[src/rtl/speicher_steuerung.sv]
// Memory access controller between the load/store stage and a synchronous single-port RAM.
// Handles word loads/stores, byte-masked read-modify-write, one IO output register and range errors.
module speicher_steuerung #(
   parameter int unsigned          WORDSIZE   = 32,
   parameter int unsigned          WORDS      = 256,
   parameter int unsigned          ADDRWIDTH  = 32,
   parameter logic [ADDRWIDTH-1:0] IO_ADRESSE = 32'h8000_0000
) (
   input  logic                       Clock,
   input  logic                       Reset,
   input  logic                       Start,
   input  logic                       Schreiben,
   input  logic [ADDRWIDTH-1:0]       Adresse,
   input  logic [WORDSIZE-1:0]        DatenRein,
   input  logic [WORDSIZE/8-1:0]      ByteMaske,
   output logic                       Bereit,
   output logic                       Fertig,
   output logic                       Fehler,
   output logic [WORDSIZE-1:0]        DatenRaus,
   output logic                       RamSchreibenAn,
   output logic [$clog2(WORDS)-1:0]   RamAdresse,
   output logic [WORDSIZE-1:0]        RamDatenRein,
   input  logic [WORDSIZE-1:0]        RamDatenRaus,
   output logic [WORDSIZE-1:0]        IoAusgang
);

   localparam int unsigned          AW      = $clog2(WORDS);
   localparam int unsigned          NB      = WORDSIZE / 8;
   localparam logic [ADDRWIDTH-1:0] WORDS_A = ADDRWIDTH'(WORDS);

   typedef enum logic [2:0] {
      LEERLAUF,
      LESEN,
      WARTEN,
      SCHREIBEN,
      FERTIG
   } zustand_t;

   zustand_t            zustand, zustand_naechst;
   logic [WORDSIZE-1:0] daten_reg;
   logic [NB-1:0]       maske_reg;
   logic                schreiben_reg;
   logic                fehler_reg;

   logic annahme, io_treffer, bereich_fehler, maske_voll, maske_leer;

   function automatic logic [WORDSIZE-1:0] mischen(input logic [WORDSIZE-1:0] alt,
                                                   input logic [WORDSIZE-1:0] neu,
                                                   input logic [NB-1:0]       m);
      logic [WORDSIZE-1:0] r;
      r = alt;
      for (int unsigned i = 0; i < NB; i++) begin
         if (m[i]) r[8*i +: 8] = neu[8*i +: 8];
      end
      return r;
   endfunction

   // Decode uses the live request inputs: the routing decision is made on the accept edge.
   always_comb begin
      annahme        = (zustand == LEERLAUF) && Start;
      io_treffer     = (Adresse == IO_ADRESSE);
      bereich_fehler = !io_treffer && (Adresse >= WORDS_A);
      maske_voll     = &ByteMaske;
      maske_leer     = ~|ByteMaske;
   end

   always_ff @(posedge Clock or posedge Reset) begin
      if (Reset) zustand <= LEERLAUF;
      else       zustand <= zustand_naechst;
   end

   always_comb begin
      zustand_naechst = zustand;
      Bereit          = 1'b0;
      Fertig          = 1'b0;
      Fehler          = 1'b0;
      RamSchreibenAn  = 1'b0;
      unique case (zustand)
         LEERLAUF: begin
            Bereit = 1'b1;
            if (Start) begin
               if (io_treffer || bereich_fehler) zustand_naechst = FERTIG;
               else if (Schreiben && maske_voll) zustand_naechst = SCHREIBEN;
               else if (Schreiben && maske_leer) zustand_naechst = FERTIG;
               else                              zustand_naechst = LESEN;
            end
         end
         LESEN:     zustand_naechst = WARTEN;
         WARTEN:    zustand_naechst = schreiben_reg ? SCHREIBEN : FERTIG;
         SCHREIBEN: begin
            RamSchreibenAn  = 1'b1;
            zustand_naechst = FERTIG;
         end
         FERTIG: begin
            Fertig          = 1'b1;
            Fehler          = fehler_reg;
            zustand_naechst = LEERLAUF;
         end
         default:   zustand_naechst = LEERLAUF;
      endcase
   end

   always_ff @(posedge Clock or posedge Reset) begin
      if (Reset) begin
         daten_reg     <= '0;
         maske_reg     <= '0;
         schreiben_reg <= 1'b0;
         fehler_reg    <= 1'b0;
         DatenRaus     <= '0;
         IoAusgang     <= '0;
         RamAdresse    <= '0;
         RamDatenRein  <= '0;
      end else begin
         if (annahme) begin
            daten_reg     <= DatenRein;
            maske_reg     <= ByteMaske;
            schreiben_reg <= Schreiben;
            fehler_reg    <= bereich_fehler;
            if (io_treffer) begin
               if (Schreiben) IoAusgang <= mischen(IoAusgang, DatenRein, ByteMaske);
               else           DatenRaus <= IoAusgang;
            end else if (bereich_fehler) begin
               if (!Schreiben) DatenRaus <= '0;
            end else begin
               RamAdresse <= Adresse[AW-1:0];
               if (Schreiben && maske_voll) RamDatenRein <= DatenRein;
            end
         end
         // RAM data read during LESEN is valid here; partial stores merge into the write word.
         if (zustand == WARTEN) begin
            if (schreiben_reg) RamDatenRein <= mischen(RamDatenRaus, daten_reg, maske_reg);
            else               DatenRaus    <= RamDatenRaus;
         end
      end
   end

endmodule

[config.mk]
export PLATFORM = sky130hd
export DESIGN_NAME = speicher_steuerung
export DESIGN_NICKNAME = d
export VERILOG_FILES = /design/src/rtl/speicher_steuerung.sv
export SDC_FILE = /design/constraint.sdc
export NUM_CORES = 1
export LEC_CHECK = 0
export CAP_MARGIN = 20
export CORE_AREA = 2 2 127 129
export CTS_CLUSTER_SIZE = 30
export DETAILED_ROUTE_END_ITERATION = 8
export DIE_AREA = 0 0 129 131
export PLACE_DENSITY = 0.74
export SLEW_MARGIN = 10
export SYNTH_ARGS = -nofsm -noshare
export SYNTH_HDL_FRONTEND = slang
export SYNTH_SLANG_ARGS = --single-unit
[constraint.sdc]
create_clock -name Clock -period 16.6 [get_ports Clock]
set_input_delay 4.98 -clock Clock [delete_from_list [all_inputs] [get_ports Clock]]
set_output_delay 4.98 -clock Clock [all_outputs]
set_load 0.01 [all_outputs]
==> flow_metrics.py <==
metrics = {
    "floorplanning": {
        "fp-row-count": 46,
        "start_util_pct": 43.8,
        "die_x_um": 129,
        "ioPinCount": 212,
        "die_h_um": 131,
        "die-area_mm2": 0.0169,
        "core_area_mm2": 0.0156,
    },
    "sta": {
        "fin_worst_skew_ns": 0.00719,
        "finalCriticalPeriod_ns": 7.73,
        "layout_setup_ws_ns": 8.87,
        "worstMarginPinSlew_ns": 0.889,
        "maxSlewViolCount": 0,
        "tns_ns": 0,
        "fmax_mhz": 129,
        "rsz0062_at_grt": "false",
        "finalSetupViolCount": 0,
        "post-route-period-util_pct": 46.5,
        "slew-limit-headroom_pct": 40.7,
        "final_hold_viol_count": 0,
    },
    "finish": {
        "fin_nets": 969,
        "syn2layout_area_growth_pct": 42.1,
        "instances_no_fill": 1094,
        "multiInputGateArea_mm2": 0.00300,
        "final_layout_size_suffix_gt1_share_pct": 10.7,
        "antenna_cells": 0,
        "regArea_mm2": 0.00363,
        "n_fill_cell": 1289,
    },
    "setup_path": {
        "critPathCaptureType": "flop",
        "worstPathArrival_ns": 7.98,
        "required_ns": 16.86,
        "startpoint": "Schreiben",
        "cp-start-kind": "input pin",
        "r2r_slack_ns": 13.90,
        "worstRegToRegCells": 6,
        "crit_type": "input pin to flop",
        "reg2reg_from": "zustand[2]$_DFFE_PP0P_",
        "crit_fanout": 20,
        "r2r_end": "IoAusgang[18]$_DFFE_PP0P_",
    },
    "logic_synthesis": {
        "synth_warnings": 0,
        "yosys.cell_types.count": 39,
        "synthCells": 666,
        "syn_area_per_cell_um2": 10.3,
        "synth-async-reset-ratio_pct": 100,
        "synth-main-ff-cell": "dfrtp_1",
        "synth_top_area_share_pct": 53.2,
        "ys_seq_area_share_pct": 53.2,
        "synth_area_leaders": "dfrtp_1 53%, nand2_1 11%, mux2_4 7.0%, mux2i_1 3.8%, a211oi_1 3.6%",
        "synth_common_cells": "204 x nand2_1, 145 x dfrtp_1, 33 x a211oi_1, 33 x a31oi_1",
        "netlist.top_cell.by_area": "dfrtp_1",
        "syn_area_mm2": 0.00683,
        "yosysMostFrequentCell": "nand2_1",
        "ys_seq_elements": 145,
        "synth_nets": 770,
        "synth_edf_count": 0,
    },
    "routing": {
        "drtIter0Drc": 416,
        "viasPerCell": 5.27,
        "wl_mm": 19.3,
        "vias": 5760,
        "wl_per_cell_um": 17.6,
        "drc_errors": 0,
        "antenna_left": 0,
        "drtPass1Iterations": 5,
    },
    "clock_network": {
        "cts_root_buf": "clkbuf_16",
        "cts_hold_buf": 0,
        "clockBufferDepth": 2,
        "cts_resized": 0,
        "clock-sinks": 145,
        "clk_pin_slew_ns": 0.06,
        "cts_tree": "built",
        "clkLatencyLatePin_ns": 0.43,
        "cts.htree.levels": 4,
        "post_cts_buffers": 0,
        "cts_made_buffers": 17,
    },
    "hold_path": {
        "min_from": "daten_reg[19]$_DFFE_PP0P_",
        "whs_path_depth": 2,
        "hold_end": "daten_reg[19]$_DFFE_PP0P_",
        "hold_path.class": "flop to flop",
    },
    "run": {
        "max-cap-violations": 0,
    },
    "power_and_ir_drop": {
        "power.leakage_nw": 4.19,
        "ir_drop_uv": 65.0,
        "power.density_mw_per_mm2": 88.7,
    },
    "placement": {
        "place_ws_ns": 8.49,
        "placedCellCount": 1062,
        "dp_hpwl_mm": 13.1,
        "gp_congestion": 0.803,
        "portBuffers": 211,
    },
    "global_route": {
        "grtUsageTotal_pct": 23.6,
        "grt_max_degree": 77,
        "antenna_found_initial": 0,
        "grt_pass1_vias": 5819,
        "grt_overflow": 0,
        "grt_first_pass_wirelength_mm": 30.8,
    },
    "run_status": {
        "outcome": "complete, no violations",
    },
}
-- power by group --
group | leakage [nW] | internal [mW] | switching [mW]
logic | 2.03 | 0.0423 | 0.0398
clock network | 0.279 | 0.241 | 0.153
registers | 1.89 | 0.370 | 0.0156
-- critical path, stage by stage --
cell	delay (ns)
clkdlybuf4s50_1	0.90
clkinv_1	0.45
nor3_1	0.40
nand4_1	0.58
buf_4	0.45
nand2_1	0.11
a31oi_1	0.10
-- per-layer routing --
| metal | global-route usage [%] | up-vias | share of wire [%] |
|---|---|---|---|
| li1 | - | 2727 | - |
| met1 | 31.8 | 2769 | 44 |
| met2 | 37.6 | 236 | 48 |
| met3 | 5.25 | 28 | 6.8 |
| met4 | 8.63 | 0 | 1.7 |
| met5 | 0 | - | 0 |
-- cell families (layout without fill, tap and decap cells) --
family / after synthesis / count (layout) / share of synthesized area [%]
AND/OR/NAND/NOR: 301 / 301 / 21.0
flip-flops: 145 / 145 / 53.2
AO/OA/AOI/OAI: 111 / 111 / 10.6
multiplexers: 66 / 66 / 12.2
buffers and inverters: 43 / 255 / 3.06
-- per-stage QoR --
stage / utilization (%) / total power, mW / instance area, um2 / hold slack [ns]
finish: 62.2 / 0.861 / 9700 / 0.473
CTS: 62.2 / 0.867 / 9700 / 0.477
detailed placement: 58.3 / 0.474 / 9090 / 0.463
global route: 62.2 / 0.892 / 9700 / 0.494
floorplan: - / 0.422 / 6830 / 0.442
global placement: 58.3 / 0.472 / 9090 / 0.457
-- final cells by class --
type / instances / area share (%)
clock inverter: 12 / 1.64
inverter: 4 / 0.206
sequential: 145 / 37.4
clock buffer: 20 / 4.61
multi-input combinational: 478 / 31.0
timing repair buffer: 219 / 22.4
tap: 216 / 2.79
-- how the worst max path moves through the flow --
| stage | slack [ns] | to |
|---|---|---|
| 4_1_cts | 8.91 | RamDatenRein[11]$_DFF_PP0_ |
| 5_1_grt | 8.63 | RamDatenRein[11]$_DFF_PP0_ |
| 6_report | 8.87 | RamDatenRein[11]$_DFF_PP0_ |
| 3_5_place_dp | 8.49 | RamDatenRein[28]$_DFF_PP0_ |
| 3_3_place_gp | 8.60 | RamDatenRein[11]$_DFF_PP0_ |
| 2_1_floorplan | 7.73 | DatenRaus[0]$_DFF_PP0_ |
-- cells in the final DEF, fill, tap and decap left out, drive strengths merged, types with 3 or more instances in the layout --
cell,instances
and4,3
nand2,204
o311a,7
nand3,4
nor2b,32
clkinv,4
buf,8
bufinv,3
nor4,14
nor2,21
mux2i,26
clkbuf,20
mux2,40
nor3,7
clkdlybuf4s50,211
a31oi,33
o21ai,35
clkinvlp,5
inv,4
nand4,5
dfrtp,145
a211oi,33
(Power assumes the default switching activity.)
